## config.mk

```make
export PLATFORM = sky130hd
export DESIGN_NAME = mux_scan_ctrl
export DESIGN_NICKNAME = d
export VERILOG_FILES = /design/src/rtl/mux_scan_pkg.sv /design/src/rtl/mux_scan_ctrl.sv
export SDC_FILE = /design/constraint.sdc
export NUM_CORES = 1
export LEC_CHECK = 0
export CAP_MARGIN = 20
export CORE_AREA = 2 2 77 79
export DETAILED_ROUTE_END_ITERATION = 12
export DIE_AREA = 0 0 79 81
export HOLD_SLACK_MARGIN = 0.12
export PLACE_DENSITY_LB_ADDON = 0.05
export SLEW_MARGIN = 5
export SYNTH_ARGS = -nofsm -noshare
export SYNTH_HDL_FRONTEND = slang
export SYNTH_SLANG_ARGS = --single-unit
```

## constraint.sdc

```tcl
create_clock -name clk -period 4.8 [get_ports clk]
set_clock_uncertainty 0.2 [all_clocks]
set_input_delay 0.96 -clock clk [delete_from_list [all_inputs] [get_ports clk]]
set_output_delay 0.96 -clock clk [all_outputs]
set_load 0.01 [all_outputs]
```

## src/rtl/mux_scan_pkg.sv

```systemverilog
// ============================================================================
// mux_scan_pkg : shared types and default sizes for the mux scan sequencer
// Rev 1.0
// ============================================================================
`default_nettype none

package mux_scan_pkg;

  localparam int NUM_CH_DFLT = 16;
  localparam int SEL_W_DFLT  = 4;
  localparam int CNT_W       = 4;

  typedef enum logic [1:0] {
    IDLE = 2'd0,
    SCAN = 2'd1,
    DONE = 2'd2
  } scan_state_t;

endpackage : mux_scan_pkg

`default_nettype wire

```

## src/rtl/mux_scan_ctrl.sv

```systemverilog
// ============================================================================
// mux_scan_ctrl : walks a 16:1 mux through every channel, samples y_i after a
// settle time and returns the assembled word over valid/ready.
// Optional: MUX_SCAN_PARITY_EN adds a registered result_parity output.
// Rev 1.0
// ============================================================================
`default_nettype none

module mux_scan_ctrl
  import mux_scan_pkg::*;
#(
  parameter int NUM_CH     = NUM_CH_DFLT,
  parameter int SEL_W      = SEL_W_DFLT,
  parameter int SETTLE_CYC = 1
) (
  input  logic              clk,
  input  logic              rst,
  input  logic              start,
  input  logic [NUM_CH-1:0] mask,
  output logic [SEL_W-1:0]  sel_o,
  output logic              en_o,
  input  logic              y_i,
  output logic              busy,
  output logic [NUM_CH-1:0] result,
  output logic              result_valid,
`ifdef MUX_SCAN_PARITY_EN
  output logic              result_parity,
`endif
  input  logic              result_ready
);

  localparam logic [CNT_W-1:0] c_settle = CNT_W'(SETTLE_CYC);
  localparam logic [SEL_W-1:0] c_last   = SEL_W'(NUM_CH - 1);

  generate
    if (SEL_W != $clog2(NUM_CH)) begin : g_bad_sel_w
      $error("mux_scan_ctrl: SEL_W must equal log2(NUM_CH)");
    end
  endgenerate

  scan_state_t       r_state, w_state_nxt;
  logic [NUM_CH-1:0] r_mask, w_mask_nxt;
  logic [SEL_W-1:0]  r_idx, w_idx_nxt;
  logic [CNT_W-1:0]  r_cnt, w_cnt_nxt;
  logic [NUM_CH-1:0] w_result_nxt;
  logic              w_valid_nxt;
  logic [SEL_W-1:0]  w_sel_nxt;
  logic              w_en_nxt;
  logic              w_busy_nxt;
`ifdef MUX_SCAN_PARITY_EN
  logic              w_parity_nxt;
`endif

  always_comb begin
    w_state_nxt  = r_state;
    w_mask_nxt   = r_mask;
    w_idx_nxt    = r_idx;
    w_cnt_nxt    = r_cnt;
    w_result_nxt = result;
    w_valid_nxt  = result_valid;
`ifdef MUX_SCAN_PARITY_EN
    w_parity_nxt = result_parity;
`endif

    case (r_state)
      IDLE: begin
        if (start) begin
          w_mask_nxt   = mask;
          w_result_nxt = '0;
          w_idx_nxt    = '0;
          w_cnt_nxt    = c_settle;
          w_state_nxt  = SCAN;
`ifdef MUX_SCAN_PARITY_EN
          w_parity_nxt = 1'b0;
`endif
        end
      end
      SCAN: begin
        if (r_cnt != '0) begin
          w_cnt_nxt = r_cnt - 1'b1;
        end else begin
          w_result_nxt[r_idx] = r_mask[r_idx] & y_i;
          if (r_idx == c_last) begin
            w_state_nxt = DONE;
          end else begin
            w_idx_nxt = r_idx + 1'b1;
            w_cnt_nxt = c_settle;
          end
        end
      end
      DONE: begin
        // First DONE cycle raises valid; the word is complete by then.
        if (result_valid && result_ready) begin
          w_valid_nxt = 1'b0;
          w_state_nxt = IDLE;
        end else begin
          w_valid_nxt = 1'b1;
`ifdef MUX_SCAN_PARITY_EN
          w_parity_nxt = ^result;
`endif
        end
      end
      default: w_state_nxt = IDLE;
    endcase

    // Mux drive is registered, so it is derived from the next-state values.
    w_sel_nxt  = (w_state_nxt == SCAN) ? w_idx_nxt : '0;
    w_en_nxt   = (w_state_nxt == SCAN) && w_mask_nxt[w_idx_nxt];
    w_busy_nxt = (w_state_nxt != IDLE);
  end

  always_ff @(posedge clk) begin
    if (rst) begin
      r_state      <= IDLE;
      r_mask       <= '0;
      r_idx        <= '0;
      r_cnt        <= '0;
      sel_o        <= '0;
      en_o         <= 1'b0;
      busy         <= 1'b0;
      result       <= '0;
      result_valid <= 1'b0;
`ifdef MUX_SCAN_PARITY_EN
      result_parity <= 1'b0;
`endif
    end else begin
      r_state      <= w_state_nxt;
      r_mask       <= w_mask_nxt;
      r_idx        <= w_idx_nxt;
      r_cnt        <= w_cnt_nxt;
      sel_o        <= w_sel_nxt;
      en_o         <= w_en_nxt;
      busy         <= w_busy_nxt;
      result       <= w_result_nxt;
      result_valid <= w_valid_nxt;
`ifdef MUX_SCAN_PARITY_EN
      result_parity <= w_parity_nxt;
`endif
    end
  end

endmodule : mux_scan_ctrl

`default_nettype wire

```

* Word-level counts from Yosys, hierarchy flattened
Index checks and enable logic that the tools add are counted.
** Storage, ports and cells
- Flip-flop bits (word level) :: 49
- Input port bits :: 21
- Output and inout bits :: 23
- Logic and storage cells :: 59
** Operators by class
- $add $sub $neg :: 2
- Order comparisons :: 3
- Eq/ne operators :: 7
- Multiplexer cells :: 26
- Bitwise gates (word level) :: 2
- Reduce and logical (&&, ||, !) cells :: 10
** Operators with widths (count)
- 2-to-1 mux 16 bit :: 4
- one-hot mux 16 bit (2 select lines) :: 1
- 2-to-1 mux 4 bit :: 6
- bitwise mux 16 bit :: 1
- one-hot mux 4 bit (2 select lines) :: 2
- less-than comparator 4 x 5 -> 1 bit, second input constant :: 2
- binary-select mux 1 bit (select 4 bit) :: 2
- 2-to-1 mux 2 bit :: 4
- one-hot mux 2 bit (3 select lines) :: 1
- AND reduction 3 bit :: 2
- adder 4 x 1 -> 4 bit, second input constant :: 1
- demux 1 bit (select 4 bit) :: 1
- == test 2 x 1 -> 1 bit, second input constant :: 2
- == test 4 bit, second input constant :: 1
- greater-or-equal comparator 4 x 1 -> 1 bit, second input constant :: 1
- 2-to-1 mux 1 bit :: 4
- inequality test 2 bit, second input constant :: 2
- nonzero test 2 bit :: 2
- nonzero test 4 bit :: 1
- subtractor 4 x 1 -> 4 bit, second input constant :: 1
- logical AND 1 bit :: 3
- inequality test 3 bit, second input constant :: 1
- == test 2 bit, second input constant :: 1
- zero test 2 bit :: 1
- other kinds (3) :: 3

* Longest topological paths before layout
Gate-level depths: netlist of run 1.
- Word-level depth :: 7
- Mapped depth :: 10
- Depth with buffers taken out :: 8

* Worst setup path before layout of run 1
Ideal clock, no wire load.
- Kind :: input to register
- Start point :: input port start
- End point :: register en_o
- Setup time :: 0.092 ns
- Arrival time :: 2.565 ns
- Required time :: 4.508 ns
- Setup slack :: 1.943 ns
- Stages on the path :: 7
- Buffers on the path :: 1
- Cells stage by stage :: or3b_1 > clkbuf_1 > o311ai_4 > a21oi_1 > o311a_1 > or4b_1 > o32ai_1
** On the way
- Cells in the longest elaborated chain, start to end :: 5
- Elaborated cells on any way between the ends :: 10
- Those cells by class :: eq/ne: 1; mux: 8; reduce/logical: 1
** Ends and longest elaborated chain
- start: declaration :: line mux_scan_ctrl.sv:18 : input logic start,
- 2-to-1 mux 4 bit or 2-to-1 mux 16 bit (tied branches) :: line mux_scan_ctrl.sv:67 : if (start) begin
- one-hot mux 4 bit (2 select lines) or 2-to-1 mux 16 bit (tied branches) :: line mux_scan_ctrl.sv:65 : case (r_state)
- binary-select mux 1 bit (select 4 bit) :: line mux_scan_ctrl.sv:108 : w_en_nxt = (w_state_nxt == SCAN) && w_mask_nxt[w_idx_nxt];
- 2-to-1 mux 1 bit (not written as such) :: line mux_scan_ctrl.sv:108
- logical AND 1 bit * :: line mux_scan_ctrl.sv:108
- end signal: assignment :: line mux_scan_ctrl.sv:132 : en_o <= w_en_nxt;
- end: declaration :: line mux_scan_ctrl.sv:21 : output logic en_o,
Every way passes the cells marked *; elsewhere a longest branch is shown, timed or not. The select of a mux whose other input is x is not followed.
A chain may end at the register's enable or synchronous reset.

* Worst setup path in the final report of run 1
- Start point :: register r_idx[0]
- End point :: register en_o
** On the way
- Cells in the longest elaborated chain, start to end :: 7
- Elaborated cells on any way between the ends :: 13
- Those cells by class :: add/sub: 1; eq/ne: 2; mux: 9; reduce/logical: 1
** Ends and longest elaborated chain
- start: declaration :: line mux_scan_ctrl.sv:43 : logic [SEL_W-1:0] r_idx, w_idx_nxt;
- start signal: assignment :: line mux_scan_ctrl.sv:129 : r_idx <= w_idx_nxt;
- adder 4 x 1 -> 4 bit or == test 4 bit (tied branches) :: line mux_scan_ctrl.sv:86, mux_scan_ctrl.sv:83
- 2-to-1 mux 4 bit :: line mux_scan_ctrl.sv:83 : if (r_idx == c_last) begin
- 2-to-1 mux 4 bit :: line mux_scan_ctrl.sv:79 : if (r_cnt != '0) begin
- one-hot mux 4 bit (2 select lines) :: line mux_scan_ctrl.sv:65
- binary-select mux 1 bit (select 4 bit) :: line mux_scan_ctrl.sv:108
- 2-to-1 mux 1 bit (not written as such) :: line mux_scan_ctrl.sv:108
- logical AND 1 bit * :: line mux_scan_ctrl.sv:108
Marks and branches as above.

==> impl_metrics.csv, run 1 <==
group,metric,value,unit
synth,yosysTopAreaCell,"dfxtp_1",
synth,synth_nets,336,
timing,fin_tns_setup,0,ps
setup_path,critPathLaunchType,"register",
min_path,hold_path_end,"result[7]$_SDFFE_PP0P_",
floorplan,start_util,0.448,
route,drcViolationCount,0,
synth,synth.top_cells.by_count,"64 x nand2_1, 49 x dfxtp_1, 28 x a21oi_1",
grt,grt_pass1_vias,2082,
grt,grt_antenna_before_repair,0,
floorplan,coreArea,5680,µm²
clock_network,root_buffer,"clkbuf_8",
route,route.met3.wl,221,µm
synth,synth.top_cell.area_share,0.386,
status,status,"finished, final reports clean",
setup_path,cp_max_fo,16,
synth,syn_inst,310,
placed_design,dp_cells,403,
route,dr.pass1.iters,4,
cells_and_area,area_growth,21.0,%
synth,ys.flop_type,"dfxtp_1",
cells_and_area,seq_area,981,µm²
cells_and_area,multiInputGateArea,1410,µm²
route,ant_nets,0,
synth,synth_most_common_cell,"nand2_1",
timing,hold_viol_final,0,
floorplan,die_h,81,µm
clock_network,insertion_delay,310,ps
setup_path,timing.critical_path.max_delay_family,"simple AND/OR/NAND/NOR gates",
synth,async_flop_share,0,
grt,grt_use_total,0.204,
placed_design,place_hpwl,4250,µm
setup_path,path_buf_inv,0,
timing,period_minus_slack,3240,ps
power_and_ir_drop,powerDensity,287,nW/µm²
timing,fmax,308,MHz
cells_and_area,final_nets,361,
cells_and_area,fin_util,0.542,
route,vias,2290,
timing,rsz0062_at_grt,"no",
power_and_ir_drop,power_leakage,0.00110,µW
cells_and_area,drive_above_1_share,0.0806,
clock_network,tritoncts,"done",
floorplan,num_io_pins,44,
min_path,hold_depth,2,
synth,yosys_warnings,0,
floorplan,rows,28,
timing,setup_viol_count_final,0,
synth,yosys.cell_types.count,56,
min_path,hold_path.class,"reg2reg",
timing,tightest_slew,829,ps
timing,fin_crit_sh,0.676,
route,top_layer_used,"met4",
cells_and_area,num_antenna_cells,0,
setup_path,r2r_end,"en_o$_SDFF_PP0_",
setup_path,r2r_cells,7,
clock_network,post_cts_buffers,0,
placed_design,placed_cell_area,2970,µm²
route,finalWirelength,6130,µm
floorplan,die-area,6400,µm²
clock_network,clock_sinks,49,
synth,syn-cell-area,2540,µm²
synth,synth_edf_count,0,
placed_design,port_buffers,43,
synth,syn_area_per_cell,8.20,µm²
power_and_ir_drop,totalPowerFinal,883,µW
clock_network,h-tree-depth,2,
cells_and_area,stdcell_count,410,
grt,grt_max_degree,45,
synth,synth_top_cells_by_area,"dfxtp_1 39%, nand2_1 9.5%, a21oi_1 5.5%, mux4_2 4.4%, a31oi_1 3.9%",
clock_network,cts_resized,0,
clock_network,clk_pin_slew,90,ps
min_path,hold_start,"result[7]$_SDFFE_PP0P_",
placed_design,gp_congestion,0.862,
route,m1WireLength,2870,µm
route,wl_met2,2950,µm
route,drtIter0Drc,133,
cells_and_area,fillers,550,
setup_path,cp.arrival,3270,ps
cells_and_area,fin_area,3070,µm²
clock_network,cts_hold_buffers,0,
grt,grt_pass1_wl,10100,µm
setup_path,timing.rr.start,"r_idx[0]$_SDFF_PP0_",
timing,slew_violations,0,
route,wl_per_cell,15.0,µm
setup_path,worstSetupPathType,"reg2reg",
setup_path,required,4820,ps
grt,overflow,0,
setup_path,crit_top_cell,"and3_1",
timing,max-slew-margin-rel,0.446,
floorplan,die_w,79,µm
setup_path,r2r_slack,1560,ps
setup_path,cp_slowest_cell,"dfxtp_1",
power_and_ir_drop,ir_worst_vdd,0.150,mV
clock_network,cts_made_buffers,5,
synth,ys_seq_area_frac,0.386,
setup_path,crit_path_end_kind,"register",
route,viasPerCell,5.59,
job,drv_cap,0,
clock_network,clock_path_buffers,2,
setup_path,cpPeakStageDelay,810,ps
setup_path,crit_path_cell_trace,"ha_1, and3_1, o31ai_1, and3_1, o311a_1, or4b_1, o32ai_1",
synth,synth-seq-cells,49,
[worst max path at each step]
stage                                    to  cells after the start  slack (ps)           startpoint
finish                      en_o$_SDFF_PP0_                      7        1560  r_idx[0]$_SDFF_PP0_
detailed placement          en_o$_SDFF_PP0_                      7        1280                start
global placement            en_o$_SDFF_PP0_                      7        1320                start
CTS                 result[13]$_SDFFE_PP0P_                      5        1540  r_idx[0]$_SDFF_PP0_
floorplan                   en_o$_SDFF_PP0_                      7        1940                start
global route                en_o$_SDFF_PP0_                      7        1270  r_idx[0]$_SDFF_PP0_
[cell families after synthesis]
logic type,Yosys count,share of synthesized area
AOI/OAI and AO/OA,87,0.227
adders and majority gates,5,0.0246
buffers and inverters,36,0.0630
DFF,49,0.386
muxes,12,0.0729
and+or+nand+nor,121,0.227
[metal layers]
metal	track usage	up-vias
met2	0.342	58
met5	0	-
met4	0.0741	0
li1	-	1152
met1	0.267	1074
met3	0.0344	6
[cell type report]
type | instances | area share
Multi-Input combinational cell | 225 | 0.457
Clock buffer | 5 | 0.0224
Sequential cell | 49 | 0.319
Clock inverter | 2 | 0.0114
Inverter | 6 | 0.00733
Timing Repair Buffer | 48 | 0.152
Tap cell | 75 | 0.0305
[metrics by stage]
stage	hold WS, ps	worst slack [ps]
after floorplan	242	1940
after global placement	257	1320
after detailed placement	257	1280
after CTS	270	1540
after global routing	281	1270
final	268	1560
[worst min-delay path, cell delays in order (launching register included)]
cell,delay (ps)
dfxtp_1,330
nand2_1,50
a21oi_1,50
[report_power, final]
group	internal (µW)	switching, µW	total (µW)
logic	69.2	87.3	157
registers	421	15.2	436
clock network	152	139	290
total	642	241	883
[state kept, by name, indices dropped and copies added (netlist names), 2 cells and up]
register,cells
sel_o,4
r_cnt,4
r_idx,4
r_state,2
result,16
r_mask,16
[cells in the final DEF, fill, tap and decap left out, types with 2 or more instances in the layout]
| master | instances |
|---|---|
| nor2_1 | 21 |
| a21oi_1 | 28 |
| and2_1 | 3 |
| a211oi_1 | 13 |
| clkbuf_8 | 5 |
| mux4_2 | 5 |
| nor3b_2 | 2 |
| clkdlybuf4s50_1 | 43 |
| o211a_1 | 2 |
| mux2i_1 | 5 |
| and3_1 | 5 |
| nand4b_1 | 2 |
| o21ai_0 | 8 |
| ha_1 | 5 |
| nand2_1 | 64 |
| nor2b_1 | 3 |
| nand3_1 | 4 |
| mux2_2 | 2 |
| dfxtp_1 | 49 |
| nand4_1 | 2 |
| inv_1 | 6 |
| buf_4 | 5 |
| nor3_1 | 4 |
| a31oi_1 | 16 |
| a211o_1 | 2 |
| o211ai_1 | 2 |
Note: power is estimated with default switching activity, not from simulation.
==> run 2, diff against run 1 <==
- clock period: 4.8 -> 3.1 ns (I/O delays scaled with it)
==> impl_metrics.csv, run 2 (synthesis gave the netlist of run 1 again) <==
group,metric,value,unit
clock_network,post_cts_buffers,0,
grt,grt_use_total,0.210,
grt,busiest_layer,"met2",
grt,grt_pass1_wl,10700,µm
setup_path,worstSetupPathType,"reg2reg",
power_and_ir_drop,power_leakage,0.00117,µW
timing,fmax,363,MHz
placed_design,gp_congestion,0.900,
timing,tightest_slew,551,ps
grt,grt_max_degree,44,
floorplan,die-area,6400,µm²
job,drv_cap,0,
cells_and_area,multiInputGateArea,1410,µm²
timing,slew_violations,0,
route,vias,2322,
route,wl_per_cell,14.7,µm
min_path,hold_depth,2,
grt,grt_pass1_vias,2228,
timing,max-slew-margin-rel,0.632,
grt,use_met1,0.262,
power_and_ir_drop,powerDensity,414,nW/µm²
clock_network,insertion_delay,300,ps
timing,whs,265,ps
timing,fin_tns_setup,0,ps
grt,grt_util_met3,0.0389,
setup_path,r2r_end,"en_o$_SDFF_PP0_",
cells_and_area,fillers,561,
setup_path,r2r_cells,8,
setup_path,timing.rr.start,"r_cnt[0]$_SDFFE_PP0P_",
cells_and_area,final_common_cell,"nand2_1",
status,status,"finished, final reports clean",
floorplan,die_h,81,µm
clock_network,clock_sinks,49,
cells_and_area,area_growth,24.9,%
cells_and_area,final_cell_mix,"64 x nand2_1, 49 x dfxtp_1, 43 x clkdlybuf4s50_1, 28 x a21oi_1, 21 x nor2_1",
setup_path,r2r_slack,340,ps
min_path,hold_path.class,"reg2reg",
placed_design,port_buffers,43,
route,finalWirelength,6240,µm
route,drcViolationCount,0,
timing,hold_viol_final,0,
grt,grt_use_met2,0.369,
setup_path,critPathLaunchType,"register",
floorplan,num_io_pins,44,
timing,setup_viol_count_final,0,
clock_network,root_buffer,"clkbuf_8",
placed_design,place_hpwl,4490,µm
setup_path,crit_path_end_kind,"register",
min_path,hold_start,"result[7]$_SDFFE_PP0P_",
floorplan,die_w,79,µm
placed_design,dp_cells,418,
clock_network,h-tree-depth,2,
route,ant_nets,0,
clock_network,clock_path_buffers,2,
route,dr.pass1.iters,4,
power_and_ir_drop,ir_worst_vdd,0.194,mV
grt,grt_antenna_before_repair,0,
clock_network,cts_resized,0,
floorplan,coreArea,5680,µm²
cells_and_area,drive_above_1_share,0.123,
setup_path,cp.arrival,2770,ps
cells_and_area,num_antenna_cells,0,
clock_network,cts_hold_buffers,0,
timing,rsz0062_at_grt,"no",
cells_and_area,final_nets,376,
grt,overflow,0,
timing,period_minus_slack,2760,ps
setup_path,required,3110,ps
cells_and_area,seq_area,981,µm²
floorplan,rows,28,
power_and_ir_drop,totalPowerFinal,1320,µW
timing,fin_crit_sh,0.890,
clock_network,clk_pin_slew,90,ps
setup_path,startpoint,"r_cnt[0]$_SDFFE_PP0P_",
cells_and_area,top_regs,"r_mask (16), result (16)",
min_path,hold_path_end,"result[7]$_SDFFE_PP0P_",
floorplan,start_util,0.448,
setup_path,cp_max_fo,5,
clock_network,tritoncts,"done",
cells_and_area,stdcell_count,426,
route,viasPerCell,5.45,
route,drtIter0Drc,130,
clock_network,cts_made_buffers,5,
[run 2: layer usage]
metal	share of wire	vias up
met3	0.040	6
met5	0	-
met4	0.013	0
met1	0.45	1069
met2	0.49	67
li1	-	1180
[run 2: stage by stage]
step / util / instance area [µm²] / setup slack [ps]
global placement: 0.543 / 3080 / 108
detailed placement: 0.543 / 3080 / 102
finish: 0.559 / 3170 / 342
CTS: 0.559 / 3170 / 339
floorplan: - / 2540 / 503
global route: 0.559 / 3170 / 156
[run 2: worst max-delay path by stage]
| stage | slack, ps | end | cells after the start |
|---|---|---|---|
| after floorplan | 500 | en_o$_SDFF_PP0_ | 9 |
| after global placement | 110 | en_o$_SDFF_PP0_ | 7 |
| after detailed placement | 100 | en_o$_SDFF_PP0_ | 7 |
| after CTS | 340 | en_o$_SDFF_PP0_ | 8 |
| after global routing | 160 | en_o$_SDFF_PP0_ | 8 |
| final | 340 | en_o$_SDFF_PP0_ | 8 |
[run 2: layout make-up]
type,count,share of cell area
timing repair buffer,63,0.183
sequential,49,0.309
clock inverter,3,0.00710
inverter,6,0.00710
tap,75,0.0296
multi-input combinational,225,0.443
clock buffer,5,0.0217
[run 2: where the power goes]
part           internal [µW]  switching (µW)  total (µW)
logic                    122             144         266
registers                652            17.7         670
clock network            160             219         379
total                    935             381        1320
[run 2: worst max-delay path: stages (launching register included)]
cell and delay (ps):
dfxtp_1 320, inv_1 90, ha_1 220, or3b_4 440
o311ai_4 310, a21oi_1 100, o311a_1 350, or4b_1 520
o32ai_1 130
==> run 3, diff against run 2 <==
- CORE_AREA: 2 2 77 79 -> 2 2 79 81
- DIE_AREA: 0 0 79 81 -> 0 0 81 83
- PLACE_DENSITY: not set -> 0.7
- PLACE_DENSITY_LB_ADDON: 0.05 -> not set
==> impl_metrics.csv, run 3 (synthesis gave the netlist of run 1 again) <==
group,metric,value,unit
timing,rsz0062_at_grt,"no",
power_and_ir_drop,switching_share,0.282,
placed_design,pre_cts_ws,73.3,ps
min_path,hold_path_end,"result[7]$_SDFFE_PP0P_",
grt,use_met1,0.262,
placed_design,gp_congestion,0.846,
route,ant_nets,0,
route,vias,2329,
floorplan,die_w,81,µm
min_path,hold_start,"result[7]$_SDFFE_PP0P_",
cells_and_area,num_antenna_cells,0,
timing,fmax,363,MHz
setup_path,crit_path_end_kind,"register",
timing,hold_viol_final,0,
power_and_ir_drop,p_switching,374,µW
clock_network,root_buffer,"clkbuf_8",
floorplan,start_util,0.437,
cells_and_area,top_regs,"r_mask (16), result (16)",
grt,grt_pass1_wl,10300,µm
power_and_ir_drop,power_leakage,0.00116,µW
placed_design,port_buffers,43,
power_and_ir_drop,clockPowerShare,0.300,
grt,grt_use_total,0.188,
clock_network,insertion_delay,300,ps
power_and_ir_drop,powerDensity,420,nW/µm²
timing,fin_crit_sh,0.888,
clock_network,clock_path_buffers,2,
setup_path,cp.arrival,2770,ps
timing,setup_viol_count_final,0,
grt,grt_antenna_before_repair,0,
grt,grt_use_met2,0.301,
placed_design,place_hpwl,4310,µm
setup_path,worstSetupPathType,"reg2reg",
power_and_ir_drop,p_seq_frac,0.505,
grt,busiest_layer,"met2",
timing,whs,274,ps
setup_path,timing.rr.start,"r_cnt[0]$_SDFFE_PP0P_",
clock_network,cts_hold_buffers,0,
power_and_ir_drop,ir_worst_vdd,0.245,mV
setup_path,r2r_cells,8,
clock_network,cts_resized,0,
timing,fin_tns_setup,0,ps
clock_network,tritoncts,"done",
route,dr.pass1.iters,4,
cells_and_area,final_nets,374,
setup_path,r2r_slack,350,ps
clock_network,post_cts_buffers,0,
setup_path,required,3110,ps
placed_design,placed_cell_area,3070,µm²
clock_network,clk_pin_slew,90,ps
floorplan,die-area,6720,µm²
timing,max-slew-margin-rel,0.630,
power_and_ir_drop,p_int,954,µW
floorplan,rows,28,
timing,period_minus_slack,2750,ps
clock_network,h-tree-depth,2,
setup_path,cp_max_fo,5,
min_path,hold_depth,2,
route,drtIter0Drc,107,
status,status,"finished, final reports clean",
route,finalWirelength,5960,µm
cells_and_area,drive_above_1_share,0.117,
setup_path,r2r_end,"en_o$_SDFF_PP0_",
clock_network,clock_sinks,49,
grt,grt_pass1_vias,2144,
clock_network,cts_made_buffers,5,
grt,overflow,0,
setup_path,critPathLaunchType,"register",
cells_and_area,final_common_cell,"nand2_1",
floorplan,die_h,83,µm
cells_and_area,area_growth,24.5,%
timing,slew_violations,0,
timing,tightest_slew,554,ps
timing,layout_setup_ws,347,ps
floorplan,num_io_pins,44,
min_path,hold_path.class,"reg2reg",
power_and_ir_drop,comb_power_share,0.195,
grt,grt_util_met3,0.0391,
job,drv_cap,0,
cells_and_area,fin_area,3160,µm²
route,wl_per_cell,14.0,µm
cells_and_area,fin_util,0.544,
grt,grt_max_degree,44,
cells_and_area,final_cell_mix,"64 x nand2_1, 49 x dfxtp_1, 43 x clkdlybuf4s50_1, 28 x a21oi_1, 21 x nor2_1",
route,viasPerCell,5.49,
floorplan,coreArea,5820,µm²
route,drcViolationCount,0,
==> run 3: cell count changes in the layout (fill, tap and decap cells not counted) <==
cell / before / now
clkbuf_8: 5 / 6
clkinv_4: 2 / 1
buf_4: 20 / 18
==> run 3: critical path, cell delays in order (launching register included) <==
cell      delay, ps
dfxtp_1         320
inv_1            90
ha_1            220
or3b_4          440
o311ai_4        300
a21oi_1         100
o311a_1         350
or4b_1          510
o32ai_1         120
==> run 3: worst max-delay path by stage <==
stage,start,to,slack [ps],depth (start not counted)
finish,r_cnt[0]$_SDFFE_PP0P_,en_o$_SDFF_PP0_,350,8
detailed placement,start,en_o$_SDFF_PP0_,70,7
CTS,r_cnt[0]$_SDFFE_PP0P_,en_o$_SDFF_PP0_,360,8
global placement,start,en_o$_SDFF_PP0_,110,7
global route,r_cnt[0]$_SDFFE_PP0P_,en_o$_SDFF_PP0_,150,8
floorplan,r_idx[0]$_SDFF_PP0_,en_o$_SDFF_PP0_,500,9
==> run 3: power by group through the flow <==
stage | clock network (µW) | registers (µW) | logic (µW)
6_report | 398 | 670 | 259
5_1_grt | 432 | 674 | 286
4_1_cts | 406 | 670 | 259
3_5_place_dp | 0 | 684 | 258
3_3_place_gp | 0 | 684 | 256
2_1_floorplan | 0 | 682 | 174
==> run 3: area by class of cell <==
class | count | area (µm²)
Fill cell | 573 | 2650
Inverter | 6 | 22.5
Timing Repair Buffer | 61 | 566
Multi-Input combinational cell | 225 | 1410
Tap cell | 75 | 93.8
Clock buffer | 6 | 82.6
Clock inverter | 2 | 13.8
Sequential cell | 49 | 981
==> run 3: stage by stage <==
stage	instances	power, µW
after CTS	424	1340
after detailed placement	416	942
after global placement	416	940
after global routing	424	1390
final	424	1330
after floorplan	310	856
==> run 3: routing by layer <==
metal	routed length (µm)	share of wire
met2	2710	0.46
met3	341	0.057
met5	0	0
met1	2850	0.48
met4	57	0.0096
